File: src/rtl/pwm_bank.sv
// N-channel PWM LED driver: one shared period counter, double-buffered duty
// registers behind a valid/ready write port, and a per-channel breathe ramp.
module pwm_bank #(
    parameter int NCH      = 4,
    parameter int W        = 8,
    parameter int RAMP_DIV = 16,
    parameter int CHW      = 2
) (
    input  logic           clk,
    input  logic           rst,
    input  logic           wr_en,
    input  logic [CHW-1:0] wr_ch,
    input  logic [W-1:0]   wr_duty,
    input  logic           wr_mode,
    output logic           wr_rdy,
    output logic           period_tick,
    output logic [NCH-1:0] pwm_out
);

    localparam int DIVW = (RAMP_DIV > 1) ? $clog2(RAMP_DIV) : 1;
    localparam logic [W-1:0]    CNT_LAST = {{(W-1){1'b1}}, 1'b0};
    localparam logic [DIVW-1:0] DIV_LAST = DIVW'(RAMP_DIV - 1);

    localparam logic [1:0] S_IDLE = 2'd0;
    localparam logic [1:0] S_UP   = 2'd1;
    localparam logic [1:0] S_DOWN = 2'd2;

    logic [W-1:0]    r_cnt;
    logic            r_tick;
    logic            r_rdy;
    logic [DIVW-1:0] r_div;
    logic [NCH-1:0]  r_pwm;
    logic [W-1:0]    r_sduty [NCH];
    logic [NCH-1:0]  r_smode;
    logic [W-1:0]    r_act   [NCH];
    logic [1:0]      r_st    [NCH];

    logic w_cnt_last;
    logic w_step;
    logic w_wr_acc;

    assign w_cnt_last = (r_cnt == CNT_LAST);
    assign w_step     = (r_div == DIV_LAST);
    assign w_wr_acc   = wr_en & r_rdy;

    // Direction flips on the step that reaches an endpoint, so one full
    // breathe cycle is 2*peak steps; a peak dropped below the level clamps.
    function automatic logic [W+1:0] ramp_step(input logic [1:0]   st,
                                               input logic [W-1:0] act,
                                               input logic [W-1:0] peak);
        logic [1:0]   s;
        logic [W-1:0] a;
        s = st;
        a = act;
        if (st == S_UP) begin
            if (act >= peak) begin
                a = peak;
                s = S_DOWN;
            end else begin
                a = act + W'(1);
                if (a >= peak) s = S_DOWN;
            end
        end else if (st == S_DOWN) begin
            if (act == '0) begin
                s = S_UP;
            end else begin
                a = act - W'(1);
                if (a == '0) s = S_UP;
            end
        end
        return {s, a};
    endfunction

    always_ff @(posedge clk) begin
        if (rst) begin
            r_cnt   <= '0;
            r_tick  <= 1'b0;
            r_rdy   <= 1'b0;
            r_div   <= '0;
            r_pwm   <= '0;
            r_smode <= '0;
            for (int i = 0; i < NCH; i++) begin
                r_sduty[i] <= '0;
                r_act[i]   <= '0;
                r_st[i]    <= S_IDLE;
            end
        end else begin
            r_cnt  <= w_cnt_last ? '0 : r_cnt + W'(1);
            r_tick <= w_cnt_last;
            r_rdy  <= ~w_cnt_last;
            if (r_tick) r_div <= w_step ? '0 : r_div + DIVW'(1);
            for (int i = 0; i < NCH; i++) begin
                r_pwm[i] <= (r_cnt < r_act[i]);
                // Out-of-range channel indices match no slot and are dropped.
                if (w_wr_acc && (wr_ch == CHW'(i))) begin
                    r_sduty[i] <= wr_duty;
                    r_smode[i] <= wr_mode;
                end
                if (r_tick) begin
                    if (!r_smode[i]) begin
                        r_act[i] <= r_sduty[i];
                        r_st[i]  <= S_IDLE;
                    end else if (r_st[i] == S_IDLE) begin
                        r_act[i] <= '0;
                        r_st[i]  <= S_UP;
                    end else if (w_step) begin
                        {r_st[i], r_act[i]} <= ramp_step(r_st[i], r_act[i], r_sduty[i]);
                    end
                end
            end
        end
    end

    assign wr_rdy      = r_rdy;
    assign period_tick = r_tick;
    assign pwm_out     = r_pwm;

endmodule
File: config.mk
export PLATFORM = sky130hd
export DESIGN_NAME = pwm_bank
export DESIGN_NICKNAME = d
export VERILOG_FILES = /design/src/rtl/pwm_bank.sv
export SDC_FILE = /design/constraint.sdc
export NUM_CORES = 1
export LEC_CHECK = 0
export ABC_AREA = 1
export BUFFER_PORTS_ARGS = -buffer_cell sky130_fd_sc_hd__buf_2
export CAP_MARGIN = 20
export CORE_MARGIN = 4
export CORE_UTILIZATION = 25
export DETAILED_ROUTE_END_ITERATION = 8
export PLACE_DENSITY_LB_ADDON = 0.1
export SYNTH_ARGS = -nofsm -noshare
export SYNTH_HDL_FRONTEND = slang
export SYNTH_SLANG_ARGS = --single-unit
File: constraint.sdc
create_clock -name clk -period 5.8 [get_ports clk]
set_clock_uncertainty 0.15 [all_clocks]
set_input_delay 1.74 -clock clk [delete_from_list [all_inputs] [get_ports clk]]
set_output_delay 1.74 -clock clk [all_outputs]
set_load 0.02 [all_outputs]
; ---- Word level (Yosys, flattened, before mapping)
; Memory sizes are Yosys's and may differ from the RTL's.
; Index checks and enable logic that the tools add are counted.
[totals]
mem_bits_rw = 32
input_bits = 14
output_inout_bits = 6
elab_cells = 188
memories = 1
ff_bits = 62
[mem_list]
columns = memory, depth, word_bits, read_ports, rd_ports_with_merged_regs, write_ports, line
row1 = r_sduty, 4, 8, 4, 0, 4, 33  ; logic [W-1:0] r_sduty [NCH];
[op_classes]
n_bitwise = 6
n_eq_ne = 33
muxes = 83
reduce_logical = 26
magnitude_cmp = 12
n_addsub = 10
[op_table]
columns = op, n
row1 = 8-bit two-way mux, 32
row2 = 2-bit two-way mux, 36
row3 = 8-bit >= comparator, 8
row4 = 8-bit zero test, 8
row5 = "8-bit by 1-bit adder with 8-bit output, second input constant", 5
row6 = 8-bit less-than comparator, 4
row7 = "8-bit by 1-bit subtractor with 8-bit output, second input constant", 4
row8 = "5-bit by 1-bit inequality test with 1-bit output, second input constant", 4
row9 = "5-bit by 3-bit inequality test with 1-bit output, second input constant", 4
row10 = 5-bit AND reduction, 4
row11 = "4-bit by 1-bit inequality test with 1-bit output, second input constant", 4
row12 = "4-bit inequality test, second input constant", 4
row13 = 4-bit AND reduction, 4
row14 = 1-bit two-way mux, 14
row15 = "2-bit equality test, second input constant", 6
row16 = "3-bit by 1-bit inequality test with 1-bit output, second input constant", 4
row17 = "2-bit by 1-bit equality test with 1-bit output, second input constant", 5
row18 = 2-bit zero test, 5
row19 = "8-bit equality test, second input constant", 1
row20 = "4-bit by 1-bit adder with 4-bit output, second input constant", 1
row21 = "4-bit equality test, second input constant", 1
row22 = 1-bit logical AND, 4
row23 = 4-bit two-way mux, 1
row24 = 1-bit bitwise OR, 4
row25 = other kinds (3), 3

; ---- Longest topological paths before layout
[depth]
word_depth = 9
mapped_depth = 16
ltp_nobuf = 15

; ---- Least setup slack after synthesis
; Ideal clock, no wire load.
[synth_path]
path_kind = input-to-reg
start = input rst
end = memory r_sduty[0][0], enable pin
n_path_buf = 1
t_arrival_ns = 2.297
t_required_ns = 5.378
setup_ns = 0.272
setup_slack_ns = 3.081
cell_stages = 2
cell_sequence = clkbuf_1 > or2_2
[synth_rtl]
columns = element, line
row1 = start: declaration, 10  ; input logic rst,
row2 = end: declaration, 33

; ---- Final worst setup path
[layout_path]
start = input rst
end = register r_cnt[5]
[layout_between]
elab_chain_len = 1
[layout_lines]
columns = element, line
row1 = 2-bit OR reduction (no source line), -
row2 = end signal: assignment, 88  ; r_cnt <= w_cnt_last ? '0 : r_cnt + W'(1);
row3 = end: declaration, 28  ; logic [W-1:0] r_cnt;
; No other way between the ends.
; A chain may end at the register's enable or synchronous reset.

==> impl_metrics.env <==
export IMPL_status="completed"
export IMPL_critPathKind="primary input to flip-flop"
export IMPL_synth_top_family_by_area="simple AND/OR/NAND/NOR gates"
export IMPL_synth_distinct_cells=47
export IMPL_clkTransAtPathRegs_ns=0.07
export IMPL_cp_startpoint="rst"
export IMPL_cp_data_required_time_ns=5.91
export IMPL_p_comb_share_pct=7.3
export IMPL_fin_tns_setup_ns=0
export IMPL_clock_fmax_mhz=301.7
export IMPL_cts_root_buf="clkbuf_16"
export IMPL_synth_top_area_share_pct=18.53
export IMPL_finalHoldViolCount=0
export IMPL_tritoncts="yes"
export IMPL_grt_usage_pct=14.69
export IMPL_path_max_fanout=45
export IMPL_max_slew_margin_pct=34.65
export IMPL_switchingPower_w=0.0003673
export IMPL_endpoint="r_cnt[5]"
export IMPL_final_layout_size_suffix_gt1_share_pct=6.547
export IMPL_ios=20
export IMPL_dp_hpwl_mm=20.37
export IMPL_cts_buffer_depth=2
export IMPL_r2r_slack_ns=3.06
export IMPL_die_area_um2=36200
export IMPL_diodes=0
export IMPL_gr_total_overflow=0
export IMPL_drtIter0Drc=482
export IMPL_finalCritPeriodShare_pct=57.14
export IMPL_synth_area_leader_cell="ha_1"
export IMPL_worst_slew_pin_transition_ns=0.9802
export IMPL_ctsResizeCount=0
export IMPL_syn_area_um2=8304
export IMPL_cts_hold_buffers=0
export IMPL_clkPwrFrac_pct=43.1
export IMPL_vias=7555
export IMPL_cts_setup_buffers=0
export IMPL_grt_pass1_wl_mm=41.84
export IMPL_fin_cells=1664
export IMPL_maxCapViolations=0
export IMPL_yosysSeqAreaShare_pct=26.52
export IMPL_grt_pass1_vias=7296
export IMPL_grt_start_max_net_pins=46
export IMPL_drc_errors=0
export IMPL_final_nets=1354
export IMPL_ctsHtreeMaxLevel=3
export IMPL_place_gp_congestion=0.8479
export IMPL_rsz0062_at_grt="no"
export IMPL_avgSynthCellArea_um2=6.886
export IMPL_cts_sinks=94
export IMPL_worstSetupStartpointType="primary input"
export IMPL_leakage_nw=4.347
export IMPL_synth_nets=1343
export IMPL_synth_compound_area_share_pct=12.75
export IMPL_drv_slew=0
export IMPL_hp_class="flip-flop to flip-flop"
export IMPL_timing_rr_end="r_act[5]"
export IMPL_synth_xor_xnor_area_share_pct=2.004
export IMPL_whs_ns=0.3276
export IMPL_dpl_cell_count=1648
export IMPL_core_area_um2=32620
export IMPL_layout_common_cells="nand2_1, inv_1, nor2_1"
export IMPL_syn_inst=1206
export IMPL_yosysWarnings=0
export IMPL_clk_latency_ns=0.35
export IMPL_ir_drop_mv=0.1038
export IMPL_power_density_nw_per_um2=157.1
export IMPL_synth_area_leaders="ha_1, dfxtp_1, nand2_1"
export IMPL_synth_fa_ha_area_share_pct=18.53
export IMPL_worst_r2r_path_depth=13
export IMPL_synthSimpleGateAreaFrac_pct=30.56
export IMPL_p_seq_share_pct=49.5
export IMPL_muxShareOfSynthArea_pct=0
export IMPL_initial_core_util_pct=25.46
export IMPL_period_needed_ns=3.314
export IMPL_sw_frac_of_total_pct=25.67
export IMPL_antenna_found_initial=0
export IMPL_p_int_w=0.001064
export IMPL_die_h_um=190.3
export IMPL_num_rows=66
export IMPL_route_detailed_wl_per_inst_um=15.87
export IMPL_cts_buffers=9
export IMPL_mostFrequentLayoutCell="nand2_1"
export IMPL_finalSetupViolCount=0
export IMPL_die_w_um=190.3
export IMPL_ys_ff_latch=94
export IMPL_area_delta_synth_final_pct=9.673
export IMPL_io_buffers=19
export IMPL_drtPass1Iterations=5
export IMPL_viasPerCell=4.540
export IMPL_endpoint_kind="flip-flop"
export IMPL_wirelength_mm=26.41
export IMPL_ant_nets=0
export IMPL_arrival_ns=3.42
export IMPL_reg2reg_from="r_act[0]"
==> per-layer routing <==
layer  GRT usage, %  share of wire, %  vias to the layer above
li1               -                 -                     3980
met5              0                 0                        -
met4          3.812               1.8                        0
met2          23.81                45                       93
met3          1.373               1.8                       26
met1          21.03                52                     3456
==> worst min path at each step <==
| stage | start | endpoint | slack, ns | cells after the start |
|---|---|---|---|---|
| after floorplan | r_cnt[0] | r_cnt[0] | 0.29 | 1 |
| after global placement | r_cnt[0] | r_cnt[0] | 0.32 | 1 |
| after detailed placement | r_cnt[0] | r_cnt[0] | 0.31 | 1 |
| after CTS | r_cnt[0] | r_cnt[0] | 0.33 | 1 |
| after global routing | r_cnt[0] | r_cnt[0] | 0.37 | 1 |
| final | r_cnt[0] | r_cnt[0] | 0.33 | 1 |
==> cell type report <==
type / instances / area, um2
Clock inverter: 5 / 60.06
Clock buffer: 11 / 232.7
Inverter: 174 / 663.1
Tap cell: 442 / 553.0
Timing Repair Buffer: 19 / 95.09
Sequential cell: 94 / 2202
Fill cell: 3639 / 23510
Multi-Input combinational cell: 919 / 5301
==> synth_stat cells (all sizes together) <==
| cell | instances |
|---|---|
| nand2 | 309 |
| inv | 169 |
| nor2 | 151 |
| ha | 123 |
| a21oi | 107 |
| nand3 | 74 |
| dfxtp | 62 |
| o21ai | 51 |
| edfxtp | 32 |
| nand4 | 24 |
| nor3 | 20 |
| xor2 | 15 |
| buf | 14 |
| o211ai | 13 |
| or2 | 8 |
| clkbuf | 5 |
| clkinv | 5 |
| a21boi | 4 |
| a21o | 4 |
| o22ai | 4 |
| xnor2 | 4 |
| nor4 | 3 |
| nor3b | 2 |
| a211oi | 1 |
| a31oi | 1 |
| o31ai | 1 |
==> worst max-delay path, stage by stage <==
cell,delay (ns)
buf_2,0.21
inv_2,0.75
nand2_1,0.44
nor3b_1,0.26
==> flip-flops by register name (all words and copies together), names as in the netlist <==
name         cells
r_act           32
r_sduty         32
r_cnt            8
r_st             8
pwm_out          4
r_div            4
r_smode          4
period_tick      1
wr_rdy           1
==> logic make-up (layout without fill, tap and decap cells) <==
logic type | after synthesis | count (layout)
AND/OR/NAND/NOR | 591 | 591
buffers and inverters | 193 | 209
AO/OA/AOI/OAI | 186 | 186
adder cells (fa/ha/maj) | 123 | 123
flip-flops | 94 | 94
XOR/XNOR | 19 | 19
==> metrics by stage <==
step / instance area (um2) / power, W / setup WS (ns) / util (%)
2_1_floorplan: 8304 / 0.0007863 / 3.081 / -
5_1_grt: 9107 / 0.001490 / 2.335 / 27.92
6_report: 9107 / 0.001431 / 2.486 / 27.92
3_3_place_gp: 8815 / 0.0008330 / 2.127 / 27.02
4_1_cts: 9107 / 0.001459 / 2.489 / 27.92
3_5_place_dp: 8815 / 0.0008328 / 2.120 / 27.02
==> power groups by stage <==
stage,sequential [W],combinational (W),clock [W]
after floorplan,0.000720,0.0000664,0
after global placement,0.000725,0.000108,0
after detailed placement,0.000725,0.000108,0
after CTS,0.000709,0.000109,0.000641
after global routing,0.000711,0.000122,0.000657
final,0.000709,0.000105,0.000617
Note: power is estimated with default switching activity, not from simulation.
